**src/rtl/gpi_debounce.sv**
```systemverilog
// gpi_debounce: conditions raw board switch levels for the general-purpose
// input port. Each bit is synchronised with two flops. A new level must then
// stay stable for DebounceCycles cycles before it is accepted. The block also
// produces per-bit rise/fall pulses and a sticky "something changed" flag.
module gpi_debounce #(
  parameter int unsigned      Width          = 13,
  parameter int unsigned      DebounceCycles = 250000,
  parameter logic [Width-1:0] ResetVal       = '0
) (
  input  logic             clk_sys_i,
  input  logic             rst_sys_i,
  input  logic [Width-1:0] raw_i,
  output logic [Width-1:0] db_o,
  output logic [Width-1:0] rise_o,
  output logic [Width-1:0] fall_o,
  output logic             changed_o,
  input  logic             clr_i
);

  localparam int unsigned     CntW    = $clog2(DebounceCycles + 1);
  // Last count value before a differing level is accepted.
  localparam logic [CntW-1:0] CntLast = CntW'(DebounceCycles - 1);

  logic [Width-1:0] sync1_reg;
  logic [Width-1:0] sync2_reg;
  logic [Width-1:0] db_reg;
  logic [Width-1:0] rise_reg;
  logic [Width-1:0] fall_reg;
  logic [Width-1:0] upd;
  logic             changed_reg;
  logic             changed_next;

  // Two-flop synchroniser; raw_i is not sampled while reset is held.
  always_ff @(posedge clk_sys_i) begin
    if (rst_sys_i) begin
      sync1_reg <= ResetVal;
      sync2_reg <= ResetVal;
    end else begin
      sync1_reg <= raw_i;
      sync2_reg <= sync1_reg;
    end
  end

  // One independent stability counter per bit.
  for (genvar gi = 0; gi < int'(Width); gi++) begin : g_bit
    logic [CntW-1:0] cnt_reg;
    logic            differ;

    assign differ  = sync2_reg[gi] ^ db_reg[gi];
    assign upd[gi] = differ && (cnt_reg == CntLast);

    // Count while the synchronised level disagrees with db; any agreement
    // (a bounce back) or an accepted update restarts the count.
    always_ff @(posedge clk_sys_i) begin
      if (rst_sys_i) begin
        cnt_reg <= '0;
      end else if (!differ || upd[gi]) begin
        cnt_reg <= '0;
      end else begin
        cnt_reg <= cnt_reg + CntW'(1);
      end
    end
  end

  // Sticky flag: a new level change wins over a simultaneous clear.
  always_comb begin
    changed_next = changed_reg;
    if (clr_i) begin
      changed_next = 1'b0;
    end
    if (|upd) begin
      changed_next = 1'b1;
    end
  end

  // Debounced level, single-cycle edge pulses and the sticky flag.
  always_ff @(posedge clk_sys_i) begin
    if (rst_sys_i) begin
      db_reg      <= ResetVal;
      rise_reg    <= '0;
      fall_reg    <= '0;
      changed_reg <= 1'b0;
    end else begin
      db_reg      <= db_reg ^ upd;
      rise_reg    <= upd & ~db_reg;
      fall_reg    <= upd & db_reg;
      changed_reg <= changed_next;
    end
  end

  assign db_o      = db_reg;
  assign rise_o    = rise_reg;
  assign fall_o    = fall_reg;
  assign changed_o = changed_reg;

endmodule

```
**config.mk**
```make
export PLATFORM = sky130hd
export DESIGN_NAME = gpi_debounce
export DESIGN_NICKNAME = d
export VERILOG_FILES = /design/src/rtl/gpi_debounce.sv
export SDC_FILE = /design/constraint.sdc
export NUM_CORES = 1
export LEC_CHECK = 0
export ABC_AREA = 0
export CAP_MARGIN = 40
export CORE_MARGIN = 2
export CORE_UTILIZATION = 50
export DETAILED_ROUTE_END_ITERATION = 16
export PLACE_DENSITY = 0.68
export SYNTH_ARGS = -nofsm -noshare
export SYNTH_HDL_FRONTEND = slang
export SYNTH_SLANG_ARGS = --single-unit
```
**constraint.sdc**
```tcl
create_clock -name clk_sys_i -period 2.1 [get_ports clk_sys_i]
set_clock_uncertainty 0.05 [all_clocks]
set_input_delay 0.42 -clock clk_sys_i [delete_from_list [all_inputs] [get_ports clk_sys_i]]
set_output_delay 0.42 -clock clk_sys_i [all_outputs]
set_load 0.01 [all_outputs]
```
### Word level (Yosys, flattened, before mapping)

Index checks and enable logic that the tools add are counted.

| operators by class | value |
|---|---|
| add/sub/neg operators | 13 |
| equality and inequality tests | 13 |
| muxes and demuxes | 2 |
| bitwise logic cells | 17 |
| reduce and logical (&&, ||, !) cells | 54 |

Operators by type and width:

| operator | number |
|---|---|
| 18-bit by 1-bit adder with 18-bit output, second input constant | 13 |
| 18-bit equality test, second input constant | 13 |
| 13-bit bitwise AND | 2 |
| 2-bit OR reduction | 13 |
| 1-bit logical AND | 13 |
| 1-bit zero test | 13 |
| 1-bit logical OR | 13 |
| 13-bit inverter | 1 |
| 13-bit OR reduction | 1 |
| 1-bit XOR | 13 |
| 13-bit XOR | 1 |
| 1-bit two-way mux | 2 |
| 2-bit nonzero test | 1 |

| storage, ports and cells | value |
|---|---|
| register bits after elaboration | 300 |
| input port bits | 16 |
| output and inout bits | 40 |
| word-level logic and storage cells | 118 |

### Depth between registers and ports, before layout

| logic depth | value |
|---|---|
| depth in word-level cells | 4 |
| gate-level depth with buffers | 8 |
| depth with buffers taken out | 7 |

### Worst setup path after synthesis

OpenSTA, ideal clock, no wires.

| path | value |
|---|---|
| kind | register -> register |
| start point | reg g_bit[2].cnt_reg[0] |
| end point | reg g_bit[2].cnt_reg[8] |
| setup time | 64 ps |
| data arrival time | 1763 ps |
| data required time | 1986 ps |
| slack | 223 ps |
| stages on the path, launching flop included | 9 |
| buffers on the path | 2 |
| cell sequence | dfxtp_1 -> ha_1 -> nand4_1 -> nor4_1 -> and3_1 -> or3b_2 -> clkbuf_1 -> buf_2 -> nor2_1 |

| on the way | value |
|---|---|
| cells in the longest elaborated chain, start to end | 4 |
| elaborated cells on any way between the ends | 5 |

RTL lines:

| element | line | RTL |
|---|---|---|
| start, declared | 46 | `logic [CntW-1:0] cnt_reg;` |
| start signal, assigned | 60 | `cnt_reg <= cnt_reg + CntW'(1);` |
| branches (longest 4 deep; another with 18-bit by 1-bit adder with 18-bit output) | n/a |  |

Several ways; the timed one is not identified.
A chain may end at the register's enable or synchronous reset.

### Worst setup path after layout

| path | value |
|---|---|
| start point | reg changed_reg, in the netlist changed_o |
| end point | out changed_o |

RTL lines:

| element | line | RTL |
|---|---|---|
| start, declared | 30 | `logic changed_reg;` |
| start signal, assigned | 87 | `changed_reg <= changed_next;` |
| end, declared | 16 | `output logic changed_o,` |

No word-level cell between the ends.

==> results.md <==
- The classification of the worst setup path is reg -> out.
- The main flop type after synthesis is sky130_fd_sc_hd__dfxtp_1.
- The count of cells in the finished layout, fillers not included, comes to 1741.
- The mean post-synth cell area is 9.16 µm².
- After synthesis, the netlist uses 44 different library cells.
- The power density normalized to cell area is 777 mW/mm².
- Sorting the synthesized cells by area gives the leading types as sky130_fd_sc_hd__dfxtp_1, sky130_fd_sc_hd__nor2_1, sky130_fd_sc_hd__xor2_1, sky130_fd_sc_hd__xnor2_1, sky130_fd_sc_hd__nand3_1.
- The final number of max-transition violations is 0.
- At the later pin of the worst-skew pair, clock insertion delay measures 540 ps.
- The path category of the worst min-delay check is in -> reg.
- Measured in cells, the most critical reg-to-reg path has a length of 5.
- Entering global routing, the biggest net connects 27 pins.
- The setup TNS is 0 ps.
- Max-cap violations in this run came to 0.
- The fraction of layout cells with a size suffix above 1 is 0.0584.
- For this configuration, the core starts out at a cell density of 0.511.
- The cell type contributing the most total cell area after synthesis is sky130_fd_sc_hd__dfxtp_1.
- In the global route stage, overall resource usage came out at 0.170.
- The endpoint of the worst register-to-register path is g_bit[5].cnt_reg[6].
- The category of the worst setup path launch point is a register.
- The longest clock path from root to sink contains 3 buffers.
- The top fanout value on the critical path is 2.
- The filler cells instantiated in the layout total 2110.
- The data required time at the worst endpoint is 1630 ps.
- The largest individual stage delay along the critical path comes from the cell sky130_fd_sc_hd__clkdlybuf4s50_1.
- Setup repair after global routing left no endpoint under its margin.
- After clock tree synthesis, the flow added hold-fix buffers numbering 0.
- The placeable core area is 0.0235 mm².
- Traced cell by cell, the critical path runs through clkdlybuf4s50_1.
- The row count is 56.
- The depth of the worst hold-timing path is 2.
- The routed length per instance is 12.4 µm.
- The endpoint type of the worst setup path is an output port.
- Data arrives at the worst endpoint at 1570 ps.
- The number of flip-flops and latches in the synthesized netlist is 300.
- From synthesis to final layout, the design area changed by 16.5%.
- Summing every instance area after synthesis gives 0.0120 mm².
- The count of antenna diodes in the layout is 0.
- For this run, asynchronously set or reset flops after synthesis account for 0.
- The worst setup slack for register-to-register paths is 130 ps.
- The routability congestion estimate is 0.770.
- In this run the most used layer during global routing was met2.
- CTS built an H-tree with a depth of 1.
- For this run, global-route usage on met2 was measured as 0.281.
- The number of antenna violations at the first check in global routing is 0.
- The number of instances in the placed design is 1687.
- The portion of the clock cycle consumed by the worst path in the final layout is 0.969.
- The number of DRC markers in iteration 0 is 422.
- In the global route stage, met1 resource usage came out at 0.233.
- The count of port buffers added during placement is 55.
- The number of buffers created by CTS is 31.
- TritonCTS built the clock tree.
- The post-detailed-route count of antenna-violating nets is 0.
- In this run, synthesis inferred 0 flip-flops with an integrated enable.
- At the pin with the least slew margin, the transition time is 603 ps.
- For this run, the post-layout net count is 1430.
- The floorplan step defined a die boundary enclosing 0.0253 mm².
- The standby leakage power is 0.00471 µW.
- The maximum cell stage delay along the critical path is 590 ps.
- Headroom to the max-slew limit came out at 0.595.
- The via count of the first global-routing pass is 8248.
- The die extent in y is 159 µm.
- For this run, global-route usage on met3 was measured as 0.0263.
- After clock tree synthesis, the clock-pin slew on the worst setup and hold paths is 60 ps.
- The kind of cell with the highest combined delay on the critical path is buffers and inverters.
- The area taken by flip-flops and latches is 0.00601 mm².
- The buffer count from post-CTS setup fixing is 0.
- The startpoint of the tightest hold check path is rst_sys_i.
- Wires add up to 21.5 mm.
- Of the synthesized area, sequential elements account for 0.499.
- The number of flip-flops in the largest register is 234.
- The total overflow reported by the global router is 0.
- The final hold slack is 330 ps.
- Timing would allow up to 491 MHz.
- The clock period could shrink to 2040 ps.
- Of the post-synthesis cell area, the dominant cell type holds 0.499.
- The net count after synthesis is 1344.
- The total of endpoints with negative setup slack in the final report is 0.
- The number of vias per cell after detailed routing is 5.07.
- The clock root buffer is sky130_fd_sc_hd__clkbuf_16.
- The detailed-route DRC error count is 0.
- Counting every sink on the clock net gives 300.
- The startpoint identified for the worst register-to-register timing path is g_bit[5].cnt_reg[6].
- The run finished with clean final reports.
- The wire length of the first global-routing pass is 37.8 mm.
- The worst-case IR drop observed on VDD is 0.510 mV.
- In the synthesized netlist, the number of instances is 1315.
- The die is 159 µm wide.
- Pin placement for this block handled 56 I/O pins.
- Before antenna repair, the detailed router went through 4 iterations.
- The half-perimeter wire length after placement is 14.9 mm.
- The routed layout has 8826 vias.
- The total area of multi-input combinational cells is 0.00584 mm².
- The combined buffer and inverter count along the critical path is 1.
- The synthesis warning total is 0.
- The final count of hold timing violations is 0.
## metal layers
metal | wire length (µm) | share of wire
met5 | 0 | 0
met4 | 355 | 0.016
met3 | 712 | 0.033
met2 | 9710 | 0.45
met1 | 10700 | 0.50
## how the worst max path moves through the flow
stage | slack, ps | endpoint | depth (start not counted) | from
final | 60 | changed_o | 1 | changed_o
after global routing | 6 | db_o[10] | 1 | register
after CTS | 20 | db_o[10] | 1 | register
after detailed placement | 150 | g_bit[5].cnt_reg[6] | 5 | g_bit[5].cnt_reg[6]
after global placement | 180 | g_bit[5].cnt_reg[12] | 5 | g_bit[5].cnt_reg[6]
after floorplan | 220 | g_bit[2].cnt_reg[8] | 8 | g_bit[2].cnt_reg[0]
## synth_stat cells (2+ instances only)
cell,instances
sky130_fd_sc_hd__buf_2,5
sky130_fd_sc_hd__clkbuf_1,20
sky130_fd_sc_hd__nand3b_1,4
sky130_fd_sc_hd__and2_1,2
sky130_fd_sc_hd__xor2_1,120
sky130_fd_sc_hd__o2bb2ai_1,2
sky130_fd_sc_hd__or4_1,5
sky130_fd_sc_hd__o22ai_1,3
sky130_fd_sc_hd__buf_4,4
sky130_fd_sc_hd__ha_1,13
sky130_fd_sc_hd__dfxtp_1,300
sky130_fd_sc_hd__nand2_1,87
sky130_fd_sc_hd__nand3_1,82
sky130_fd_sc_hd__nor4bb_1,4
sky130_fd_sc_hd__mux2i_1,12
sky130_fd_sc_hd__or3b_2,2
sky130_fd_sc_hd__or3_1,15
sky130_fd_sc_hd__nand2_2,2
sky130_fd_sc_hd__nor4_1,13
sky130_fd_sc_hd__nand4_1,42
sky130_fd_sc_hd__nand4b_1,5
sky130_fd_sc_hd__nor2b_1,28
sky130_fd_sc_hd__nor2_1,282
sky130_fd_sc_hd__and4_1,10
sky130_fd_sc_hd__nor3b_1,7
sky130_fd_sc_hd__nand2b_1,4
sky130_fd_sc_hd__a21oi_1,12
sky130_fd_sc_hd__nor4b_1,32
sky130_fd_sc_hd__and3_1,48
sky130_fd_sc_hd__nor3_1,21
sky130_fd_sc_hd__o21ai_0,11
sky130_fd_sc_hd__inv_1,17
sky130_fd_sc_hd__xnor2_1,90
## cells by family after synthesis
logic type,after synthesis,share of synthesized area
buf+inv,48,0.0174
flops,300,0.499
simple gates,701,0.293
mux,12,0.00998
fa+ha+maj,13,0.0135
xor+xnor,210,0.153
compound gates,31,0.0148
## through the flow
stage                     instance area, µm²  total power [µW]  setup slack (ps)   util
after global placement                 13100              6020               179  0.555
final                                  14000             10900              64.5  0.596
after floorplan                        12000              5950               223      -
after global routing                   14000             11300              6.34  0.596
after detailed placement               13100              6020               149  0.555
after CTS                              14000             11100              22.9  0.595
## final cells by class
cell class                 instances  area share
clock buffer                      51      0.0657
multi-input combinational        967       0.416
sequential                       300       0.428
clock inverter                     3     0.00107
timing repair buffer              83      0.0557
inverter                          18     0.00482
tap                              319      0.0285
## placed cells by master (no fill, tap or decap), drive strengths merged, types with 21 or more instances in the layout
master / netlist / layout
nor3: 21 / 21
nor2: 282 / 282
buf: 10 / 29
xnor2: 90 / 90
dfxtp: 300 / 300
nor2b: 28 / 28
clkbuf: 20 / 51
xor2: 120 / 120
nand2: 90 / 90
nand4: 42 / 42
clkdlybuf4s50: 0 / 54
and3: 48 / 48
nand3: 82 / 82
nor4b: 32 / 32
## where the power goes
group          total (µW)  switching, µW  internal [µW]  leakage [µW]
registers            5740           21.3           5720       0.00242
clock network        5010           2060           2950      0.000459
logic                 151           81.1           69.8       0.00183
## repair_timing
item / 4_1_cts / 5_1_grt
setup endpoints to repair: 0 / 19
hold endpoints to repair: 0 / 0
gates resized for setup: 0 / 3
No activity file was read; power rests on OpenSTA's default activity.
